==> config.mk <==
export PLATFORM = sky130hd
export DESIGN_NAME = vga_timing_gen
export DESIGN_NICKNAME = d
export VERILOG_FILES = /design/src/rtl/vga_timing_gen.sv
export SDC_FILE = /design/constraint.sdc
export NUM_CORES = 1
export LEC_CHECK = 0
export BUFFER_PORTS_ARGS = -buffer_cell sky130_fd_sc_hd__buf_4
export CAP_MARGIN = 20
export CORE_UTILIZATION = 45
export CTS_BUF_LIST = sky130_fd_sc_hd__clkbuf_4 sky130_fd_sc_hd__clkbuf_8
export DETAILED_ROUTE_END_ITERATION = 12
export PLACE_DENSITY = 0.66
export RECOVER_POWER = 50
export SYNTH_ARGS = -nofsm -noshare
export SYNTH_HDL_FRONTEND = slang
export SYNTH_SLANG_ARGS = --single-unit
export TNS_END_PERCENT = 100
==> constraint.sdc <==
create_clock -name clk -period 2.1 [get_ports clk]
set_input_delay 0.105 -clock clk [delete_from_list [all_inputs] [get_ports clk]]
set_output_delay 0.105 -clock clk [all_outputs]
set_load 0.01 [all_outputs]
==> src/rtl/vga_timing_gen.sv <==
// rtl/vga_timing_gen.sv - parametrised raster timing generator and pixel output stage
//
// Purpose: divides clk down to a pixel tick and walks a raster of
// (H_ACTIVE+H_FP+H_SYNC+H_BP) x (V_ACTIVE+V_FP+V_SYNC+V_BP) ticks. It issues
// pixel coordinate requests to the colour source. It delays sync and blanking
// through a LATENCY-deep pipeline so that sync, blanking and colour arrive at
// the connector on the same tick.
//
// Ports:
//   clk, rst_n                  system clock, asynchronous active-low reset
//   red_in/green_in/blue_in     colour returned by the source for a requested pixel
//   cur_x, cur_y, pix_req       requested coordinate and its in-active-area flag
//   pix_tick                    one-clk pulse per pixel tick
//   line_start, frame_start     one-clk pulses coincident with request of (0,row) / (0,0)
//   h_sync, v_sync              sync to connector (asserted level = *_SYNC_POL)
//   red, green, blue            colour to DAC, zero outside the active area

module vga_timing_gen #(
  parameter int CLK_DIV    = 2,
  parameter int H_ACTIVE   = 640,
  parameter int H_FP       = 16,
  parameter int H_SYNC     = 96,
  parameter int H_BP       = 48,
  parameter int V_ACTIVE   = 480,
  parameter int V_FP       = 10,
  parameter int V_SYNC     = 2,
  parameter int V_BP       = 33,
  parameter bit H_SYNC_POL = 1'b0,
  parameter bit V_SYNC_POL = 1'b0,
  parameter int LATENCY    = 2,
  parameter int CW         = 12
) (
  input  logic          clk,
  input  logic          rst_n,
  input  logic [3:0]    red_in,
  input  logic [3:0]    green_in,
  input  logic [3:0]    blue_in,
  output logic [CW-1:0] cur_x,
  output logic [CW-1:0] cur_y,
  output logic          pix_req,
  output logic          pix_tick,
  output logic          line_start,
  output logic          frame_start,
  output logic          h_sync,
  output logic          v_sync,
  output logic [3:0]    red,
  output logic [3:0]    green,
  output logic [3:0]    blue
);

  localparam int H_TOTAL   = H_ACTIVE + H_FP + H_SYNC + H_BP;
  localparam int V_TOTAL   = V_ACTIVE + V_FP + V_SYNC + V_BP;
  localparam int H_SS      = H_ACTIVE + H_FP;
  localparam int H_SE      = H_SS + H_SYNC;
  localparam int V_SS      = V_ACTIVE + V_FP;
  localparam int V_SE      = V_SS + V_SYNC;
  localparam int DW        = (CLK_DIV > 1) ? $clog2(CLK_DIV) : 1;
  localparam logic [DW-1:0] DIV_LAST = DW'(CLK_DIV - 1);

  // Bit positions of the flags carried down the pipeline
  localparam int S_REQ = 2;
  localparam int S_HS  = 1;
  localparam int S_VS  = 0;

  if (CW < 1 || CW > 30 || (H_TOTAL - 1) >= (1 << CW) || (V_TOTAL - 1) >= (1 << CW)) begin : g_cw_check
    $error("vga_timing_gen: CW too narrow for H_TOTAL/V_TOTAL");
  end
  if (CLK_DIV < 1 || CLK_DIV > 16) begin : g_div_check
    $error("vga_timing_gen: CLK_DIV out of range 1..16");
  end
  if (LATENCY < 1 || LATENCY > 4) begin : g_lat_check
    $error("vga_timing_gen: LATENCY out of range 1..4");
  end

  logic [DW-1:0]               div_cnt_q, div_cnt_d;
  logic [CW-1:0]               h_cnt_q, h_cnt_d;
  logic [CW-1:0]               v_cnt_q, v_cnt_d;
  logic [CW-1:0]               cur_x_q, cur_x_d;
  logic [CW-1:0]               cur_y_q, cur_y_d;
  logic [LATENCY-1:0][2:0]     stage_q, stage_d;
  logic                        pix_tick_q, pix_tick_d;
  logic                        line_start_q, line_start_d;
  logic                        frame_start_q, frame_start_d;
  logic                        h_sync_q, h_sync_d;
  logic                        v_sync_q, v_sync_d;
  logic [3:0]                  red_q, red_d;
  logic [3:0]                  green_q, green_d;
  logic [3:0]                  blue_q, blue_d;

  logic       tick;
  logic       h_wrap;
  logic       v_wrap;
  logic [2:0] req_flags;
  logic [2:0] fin;

  // tick marks the clk edge on which every pixel-rate register advances;
  // pix_tick is its registered copy so it lines up with the updated outputs.
  assign tick   = (div_cnt_q == DIV_LAST);
  assign h_wrap = (h_cnt_q == CW'(H_TOTAL - 1));
  assign v_wrap = (v_cnt_q == CW'(V_TOTAL - 1));

  // Region decode for the count about to be issued as a request
  assign req_flags[S_REQ] = (h_cnt_q < CW'(H_ACTIVE)) && (v_cnt_q < CW'(V_ACTIVE));
  assign req_flags[S_HS]  = (h_cnt_q >= CW'(H_SS)) && (h_cnt_q < CW'(H_SE));
  assign req_flags[S_VS]  = (v_cnt_q >= CW'(V_SS)) && (v_cnt_q < CW'(V_SE));

  // Flags of the coordinate whose colour is on red_in/green_in/blue_in now
  assign fin = stage_q[LATENCY-1];

  always_comb begin
    div_cnt_d     = tick ? '0 : div_cnt_q + 1'b1;
    h_cnt_d       = h_cnt_q;
    v_cnt_d       = v_cnt_q;
    cur_x_d       = cur_x_q;
    cur_y_d       = cur_y_q;
    stage_d       = stage_q;
    red_d         = red_q;
    green_d       = green_q;
    blue_d        = blue_q;
    h_sync_d      = h_sync_q;
    v_sync_d      = v_sync_q;
    pix_tick_d    = tick;
    line_start_d  = tick && (h_cnt_q == '0);
    frame_start_d = tick && (h_cnt_q == '0) && (v_cnt_q == '0);
    if (tick) begin
      h_cnt_d = h_wrap ? '0 : h_cnt_q + 1'b1;
      if (h_wrap) begin
        v_cnt_d = v_wrap ? '0 : v_cnt_q + 1'b1;
      end
      cur_x_d    = h_cnt_q;
      cur_y_d    = v_cnt_q;
      stage_d[0] = req_flags;
      for (int i = 1; i < LATENCY; i++) begin
        stage_d[i] = stage_q[i-1];
      end
      // Blanked pixels drive black regardless of what the source returns
      red_d    = fin[S_REQ] ? red_in   : 4'h0;
      green_d  = fin[S_REQ] ? green_in : 4'h0;
      blue_d   = fin[S_REQ] ? blue_in  : 4'h0;
      h_sync_d = fin[S_HS] ? H_SYNC_POL : ~H_SYNC_POL;
      v_sync_d = fin[S_VS] ? V_SYNC_POL : ~V_SYNC_POL;
    end
  end

  always_ff @(posedge clk or negedge rst_n) begin
    if (!rst_n) begin
      div_cnt_q     <= '0;
      h_cnt_q       <= '0;
      v_cnt_q       <= '0;
      cur_x_q       <= '0;
      cur_y_q       <= '0;
      stage_q       <= '0;
      pix_tick_q    <= 1'b0;
      line_start_q  <= 1'b0;
      frame_start_q <= 1'b0;
      h_sync_q      <= ~H_SYNC_POL;
      v_sync_q      <= ~V_SYNC_POL;
      red_q         <= 4'h0;
      green_q       <= 4'h0;
      blue_q        <= 4'h0;
    end else begin
      div_cnt_q     <= div_cnt_d;
      h_cnt_q       <= h_cnt_d;
      v_cnt_q       <= v_cnt_d;
      cur_x_q       <= cur_x_d;
      cur_y_q       <= cur_y_d;
      stage_q       <= stage_d;
      pix_tick_q    <= pix_tick_d;
      line_start_q  <= line_start_d;
      frame_start_q <= frame_start_d;
      h_sync_q      <= h_sync_d;
      v_sync_q      <= v_sync_d;
      red_q         <= red_d;
      green_q       <= green_d;
      blue_q        <= blue_d;
    end
  end

  assign cur_x       = cur_x_q;
  assign cur_y       = cur_y_q;
  assign pix_req     = stage_q[0][S_REQ];
  assign pix_tick    = pix_tick_q;
  assign line_start  = line_start_q;
  assign frame_start = frame_start_q;
  assign h_sync      = h_sync_q;
  assign v_sync      = v_sync_q;
  assign red         = red_q;
  assign green       = green_q;
  assign blue        = blue_q;

endmodule

Word level (Yosys, flattened, before mapping)
Cells that the tools add are included.
Widths: inputs -> output; s select.
{"block": "word_totals", "latch_bits": 0, "out_inout_bits": 42, "romBits": 0, "n_memories": 0, "mem_bits_rw": 0, "word_cells": 42, "reg_bits": 72}
{"block": "op_classes", "order_cmp": 6, "bitwise": 0, "n_mul": 0, "n_shift": 0, "add_sub_neg": 3, "mux": 8, "n_div": 0, "eq_ne": 2, "reduce_logical": 8}
{"op": "$add 12x1->12 const B", "n": 2}
{"op": "$eq 12x10->1 const B", "n": 2}
{"op": "$logic_not 12->1", "n": 2}
{"op": "$lt 12x10->1 const B", "n": 2}
{"op": "$lt 12x9->1 const B", "n": 2}
{"op": "$mux 12", "n": 2}
{"op": "$ge 12x10->1 const B", "n": 1}
{"op": "$ge 12x9->1 const B", "n": 1}
{"op": "$mux 4", "n": 3}
{"op": "$logic_and 1x1->1", "n": 5}
{"op": "$mux 1", "n": 3}
{"op": "$reduce_and 2->1", "n": 1}
{"op": "$add 1x1->1 const B", "n": 1}

Depth between registers and ports, before layout
Gate-level depths: netlist of the first run.
{"block": "logic_depth", "ltp_word": 3, "ltp_mapped": 7, "mapped_depth_nobuf": 6}

Least setup slack after synthesis of the first run
No wires, ideal clock.
{"block": "synth_timing", "kind": "register to register", "start": "register h_cnt_q[0]", "end": "register v_cnt_q[8]", "arrival_time_ns": 1.441, "setup_ns": 0.124, "setup_slack_ns": 0.536, "stages_incl_launch_ff": 7, "synth_period_minus_slack_ns": 1.564, "n_path_buf": 1, "path_cell_list": "dfrtp_1 -> ha_1 -> and4_1 -> and4_1 -> buf_4 -> nand4_1 -> xnor2_1"}
{"block": "synth_via", "elab_chain_len": 2}
{"item": "start, declared", "line": "76", "rtl": "logic [CW-1:0] h_cnt_q, h_cnt_d;"}
{"item": "start signal, assigned", "line": "163", "rtl": "h_cnt_q <= h_cnt_d;"}
{"item": "$eq 12x10->1", "line": "99", "rtl": "assign h_wrap = (h_cnt_q == CW'(H_TOTAL - 1));"}
{"item": "$reduce_and 2->1 (no line)"}
{"item": "end signal, assigned", "line": "164", "rtl": "v_cnt_q <= v_cnt_d;"}
{"item": "end, declared", "line": "77", "rtl": "logic [CW-1:0] v_cnt_q, v_cnt_d;"}
Every way passes these cells.
A chain may end at the register's enable or synchronous reset.

Worst setup path after layout of the first run
{"block": "layout_timing", "start": "register h_cnt_q[1]", "end": "register v_cnt_q[11]"}
Same word-level chain as after synthesis.

==> qor.csv, run 1 <==
stage,metric,value,unit
synth,synth_area_leaders,"dfrtp_1 (55%), mux2_2 (9.2%), nand3_1 (4.4%)",
place,finalWeightedCongestion,0.8232,
worst_hold_path,holdPathStages,3,
power,p_int,2094,uW
cells_and_area,multiInputGateArea,0.001207,mm2
cts,cts_buffers,9,
sta,max-slew-margin-rel,0.4120,
die,rows,30,
power,p_per_area,690.0,mW/mm2
synth,syn_nets,304,
sta,rsz0062_at_grt,false,
die,initial_core_util,0.4672,
power,swShare,0.2089,
synth,synth_compound_area_frac,0.07410,
cells_and_area,nNetsFinal,371,
detailed_routing,vias_per_cell,5.227,
outcome,status,completed,
place,numPortBuffers,55,
global_route,grt_pass1_wl,10.45,mm
setup_path,criticalPathCategory,reg -> reg,
setup_path,crit_start,h_cnt_q[1],
cells_and_area,regArea,0.001805,mm2
sta,fin_crit_sh,0.8992,
detailed_routing,ant_nets,0,
synth,synthXorXnorAreaFrac,0.02483,
worst_hold_path,min_to,blue[3],
cts,clockBufferDepth,2,
cts,hold_buffers,10,
synth,yosys_register_bits,72,
detailed_routing,drtIter0Drc,146,
sta,fmax,0.5295,GHz
power,ir_worst_vdd,0.0002984,V
sta,worst_pin_slew,0.8820,ns
die,core_area,0.006794,mm2
synth,synth_area_per_cell,11.10,um2
cells_and_area,design_area,0.003836,mm2
power,seqPwrFrac,0.530,
cts,post_cts_buffers,0,
detailed_routing,route.detailed.drc,0,
synth,synthesis.area,0.003174,mm2
cells_and_area,layout_common_cells,"dfrtp_1 (69), clkbuf_1 (42), nand3_1 (28)",
setup_path,r2r_slack,0.21,ns
synth,synth_cell_types,40,
setup_path,rr_worst_depth,5,
cells_and_area,finalNonFillerCells,453,
place,place_hpwl,4.109,mm
setup_path,critPathCaptureType,flop,
cts,post_cts_resized,0,
setup_path,cp.required,2.34,ns
sta,timing.final.crit_period,1.888,ns
power,p_leak,0.001765,uW
global_route,grt.total_usage,0.1818,
setup_path,max_stage_delay,0.47,ns
cells_and_area,final_common_cell,dfrtp_1,
place,pre_cts_ws,0.2462,ns
cells_and_area,antenna_cells,0,
setup_path,reg2reg_to,v_cnt_q[11],
setup_path,path_max_fanout,11,
global_route,overflow,0,
setup_path,arrival,2.13,ns
cells_and_area,syn_to_final_growth,20.85,%
synth,synth_fa_ha_area_frac,0.01577,
global_route,antenna_found_initial,0,
cts,clk_pin_slew,0.07,ns
power,p_switching,552.8,uW
die,io_pins,56,
cts,clk-insertion-delay-late,0.35,ns
synth,synth_top_area_cell,dfrtp_1,
cells_and_area,nFillCells,619,
sta,setup_violations,0,
synth,yosys_warnings,0,
cts,root_buffer,clkbuf_8,
sta,worst_clock_skew,0.007755,ns
synth,synth_top_family_by_area,simple AND/OR/NAND/NOR gates,
setup_path,critical_path.cell_chain,"ha_1, and4_1, and4_1, nand4_1, xnor2_1",
setup_path,r2r_start,h_cnt_q[1],
global_route,grt_pass1_vias,2193,
setup_path,cp-start-kind,flop,
die,dieArea,0.007394,mm2
synth,synth_top_area_frac,0.5518,
power,p_comb_frac,0.034,
run,maxCapViolCount,0,
synth,synth_mux_area_frac,0.1048,
worst_hold_path,hp-start,blue_in[3],
detailed_routing,drt_wl_total,6.204,mm
place,place_area,0.003685,mm2
cts,htreeDepth,3,
setup_path,cp_common_cell,and4_1,
global_route,grt_max_degree,73,
die,fp.dieH,85.99,um
detailed_routing,firstDrtPassIters,5,
cts,cts.sinks,72,
synth,synthCells,286,
cells_and_area,drive_gt1_frac,0.1905,
sta,final_hold_viol_count,0,
synth,synth-simple-area-share,0.1608,
synth,ys_seq_area_frac,0.5684,
die,die-width,85.99,um
sta,finalSetupTns,0,ns
sta,finalHoldWorstSlack,0.01217,ns
sta,setup_ws,0.2116,ns
setup_path,slowest_stage,and4_1,
detailed_routing,vias,2368,
power,clkPwrFrac,0.436,
cts,cts_tree,done,
sta,drv_slew,0,
detailed_routing,wl_per_cell,13.70,um
worst_hold_path,worstHoldPathType,in -> reg,
place,numPlacedInstances,428,
flip-flops by register name, summed over array words and instances (netlist names):
name         cells
cur_x           12
cur_y           12
h_cnt_q         12
v_cnt_q         12
blue             4
green            4
red              4
fin              3
stage_q          2
div_cnt_q        1
frame_start      1
h_sync           1
line_start       1
pix_req          1
pix_tick         1
v_sync           1
worst max-delay path by stage:
stage	slack [ns]	cells after the start	endpoint
final	0.21	5	v_cnt_q[11]
after global routing	0.08	5	v_cnt_q[11]
after CTS	0.23	5	v_cnt_q[11]
after detailed placement	0.25	5	v_cnt_q[11]
after global placement	0.33	5	frame_start
after floorplan	0.54	6	v_cnt_q[8]
worst max-delay path: cells and delay by family (launching register included):
kind / cells / cell delay [ns]
xor+xnor: 1 / 0.15
fa+ha+maj: 1 / 0.25
flops: 1 / 0.44
simple gates: 3 / 0.93
power groups by stage:
stage / Clock [uW] / Sequential (uW) / Combinational (uW)
CTS: 1190 / 1400 / 101
finish: 1150 / 1400 / 89.1
global placement: 0 / 1430 / 85.1
floorplan: 0 / 1440 / 12.7
global route: 1240 / 1400 / 102
detailed placement: 0 / 1430 / 85.8
cell type report:
type	instances	area share
clock buffers	9	0.03229
clock inverters	6	0.02218
inverters	25	0.02446
well taps	96	0.03131
multi-input cells	174	0.3147
flip-flops and latches	72	0.4706
repair buffers	71	0.1044
Yosys cell counts (all sizes together):
cell	instances
dfrtp	70
nand3	28
mux2	26
inv	24
o21ai	22
nand2	14
nand4	12
buf	11
a21oi	9
nor3	8
or3	6
xnor2	6
and3	5
clkbuf	4
ha	4
mux2i	4
a21o	3
nand4b	3
nor2	3
nor4	3
o22ai	3
xor2	3
and4	2
dfstp	2
o211ai	2
a21boi	1
and4bb	1
clkinv	1
nand2b	1
nor2b	1
nor3b	1
o2bb2ai	1
o31ai	1
or4b	1
logic make-up (layout without fill, tap and decap cells):
| family | after synthesis | in the layout |
|---|---|---|
| and+or+nand+nor | 89 | 89 |
| DFF | 72 | 72 |
| xor gates and xnor gates | 9 | 9 |
| muxes | 30 | 30 |
| buffers and inverters | 40 | 111 |
| adders and majority gates | 4 | 4 |
| AOI/OAI and AO/OA | 42 | 42 |
routing by layer:
metal / up-vias / track usage / part of all wire
met2: 79 / 0.2583 / 0.42
met1: 1124 / 0.2605 / 0.50
met4: 0 / 0.1045 / 0.023
li1: 1154 / - / -
met3: 11 / 0.03272 / 0.058
met5: - / 0 / 0
metrics by stage:
step / power (uW) / util
final: 2647 / 0.5646
after global routing: 2750 / 0.5646
after CTS: 2699 / 0.5878
after detailed placement: 1516 / 0.5424
after global placement: 1515 / 0.5424
after floorplan: 1449 / -
Note: power is estimated with default switching activity, not from simulation.
==> run 2: changes to the inputs <==
--- a/config.mk
+++ b/config.mk
@@ -6,7 +6,6 @@
 export NUM_CORES = 1
 export LEC_CHECK = 0
 export BUFFER_PORTS_ARGS = -buffer_cell sky130_fd_sc_hd__buf_4
-export CAP_MARGIN = 20
 export CORE_UTILIZATION = 45
 export CTS_BUF_LIST = sky130_fd_sc_hd__clkbuf_4 sky130_fd_sc_hd__clkbuf_8
 export DETAILED_ROUTE_END_ITERATION = 12
==> constraint.sdc (replaced) <==
create_clock -name clk -period 2.2 [get_ports clk]
set_input_delay 0.11 -clock clk [delete_from_list [all_inputs] [get_ports clk]]
set_output_delay 0.11 -clock clk [all_outputs]
set_load 0.01 [all_outputs]
==> qor.csv, run 2 (synthesized netlist as in run 1, its figures left out) <==
stage,metric,value,unit
outcome,status,completed,
cts,clk-insertion-delay-late,0.35,ns
setup_path,cp.required,2.43,ns
setup_path,slowest_stage,dfrtp_1,
die,dieArea,0.007394,mm2
detailed_routing,vias,2342,
cts,cts_tree,done,
setup_path,arrival,2.08,ns
detailed_routing,route.detailed.drc,0,
cells_and_area,antenna_cells,0,
global_route,grt_pass1_wl,10.78,mm
cells_and_area,drive_gt1_frac,0.2022,
cells_and_area,nNetsFinal,369,
run,maxCapViolCount,0,
global_route,grt_pass1_vias,2209,
die,rows,30,
sta,fmax,0.5408,GHz
sta,worst_clock_skew,0.01117,ns
sta,rsz0062_at_grt,false,
sta,drv_slew,0,
die,fp.dieH,85.99,um
place,finalWeightedCongestion,0.8099,
cells_and_area,layout_common_cells,"dfrtp_1 (69), clkbuf_1 (40), nand3_1 (28)",
cts,clockBufferDepth,2,
global_route,overflow,0,
setup_path,max_stage_delay,0.45,ns
detailed_routing,drt_wl_total,6.456,mm
detailed_routing,drtIter0Drc,102,
sta,setup_violations,0,
cts,cts_buffers,9,
setup_path,critPathCaptureType,flop,
cts,root_buffer,clkbuf_8,
detailed_routing,ant_nets,0,
cts,clk_pin_slew,0.08,ns
global_route,antenna_found_initial,0,
global_route,grt_max_degree,48,
global_route,grt.total_usage,0.1907,
place,numPortBuffers,55,
sta,finalSetupTns,0,ns
power,p_leak,0.001758,uW
setup_path,cp_top_family,simple AND/OR/NAND/NOR gates,
detailed_routing,firstDrtPassIters,4,
cts,hold_buffers,7,
detailed_routing,vias_per_cell,5.181,
die,core_area,0.006794,mm2
cells_and_area,final_common_cell,dfrtp_1,
setup_path,critical_path.cell_chain,"ha_1, and4_1, nand4_1, buf_4, a21oi_1, mux2i_1",
cells_and_area,syn_to_final_growth,19.31,%
setup_path,r2r_slack,0.35,ns
cts,cts.sinks,72,
die,initial_core_util,0.4672,
place,place_hpwl,4.413,mm
setup_path,timing.critical_path.buf_inv,1,
setup_path,cp-start-kind,flop,
cells_and_area,utilization,0.5575,
cts,post_cts_buffers,0,
worst_hold_path,worstHoldPathType,in -> reg,
power,p_per_area,622.0,mW/mm2
die,io_pins,56,
die,die-width,85.99,um
sta,final_hold_viol_count,0,
cts,post_cts_resized,0,
sta,max-slew-margin-rel,0.3426,
setup_path,criticalPathCategory,reg -> reg,
sta,timing.final.crit_period,1.849,ns
power,ir_worst_vdd,0.0004199,V
sta,finalHoldWorstSlack,0.01192,ns
detailed_routing,wl_per_cell,14.28,um
sta,fin_crit_sh,0.8406,
sta,worst_pin_slew,0.9861,ns
cts,htreeDepth,3,
setup_path,path_max_fanout,8,
run 2: through the flow:
stage | setup slack [ns] | cells | power (uW) | instance area (um2)
2_1_floorplan | 0.6357 | 286 | 1383 | 3174
3_3_place_gp | 0.4709 | 429 | 1450 | 3692
3_5_place_dp | 0.3838 | 429 | 1451 | 3692
4_1_cts | 0.3577 | 452 | 2400 | 3940
5_1_grt | 0.2125 | 452 | 2458 | 3787
6_report | 0.3508 | 452 | 2356 | 3787
run 2: path summary, 6_finish.rpt:
check,to,start,depth (start not counted)
setup / recovery,v_cnt_q[2],h_cnt_q[0],6
hold / removal,blue[3],blue_in[3],3
setup reg to reg,v_cnt_q[2],h_cnt_q[0],6
hold reg to reg,v_sync,fin[0],1
max in group asynchronous,div_cnt_q,rst_n,3
min in group asynchronous,green[0],rst_n,2
run 2: cell type report:
type                       count  area (um2)
multi-input combinational    174        1207
sequential                    72        1805
fill                         621        3007
timing repair buffer          69       382.9
clock buffer                  11       145.1
inverter                      25       93.84
clock inverter                 5       32.53
tap                           96       120.1
run 2: report_power, final:
| group | internal [uW] | switching [uW] |
|---|---|---|
| logic | 34.9 | 47.6 |
| clock network | 450 | 483 |
| registers | 1330 | 5.36 |
| total | 1820 | 536 |
run 2: per-layer routing:
metal,global-route usage,up-vias,part of all wire
met2,0.2850,72,0.45
met4,0.1000,0,0.015
met3,0.04524,8,0.056
met1,0.2583,1126,0.48
met5,0,-,0
li1,-,1136,-
run 2: worst min-delay path: stages:
cell and delay, ns:
buf_4 0.08, nand3_1 0.06, o21ai_0 0.07
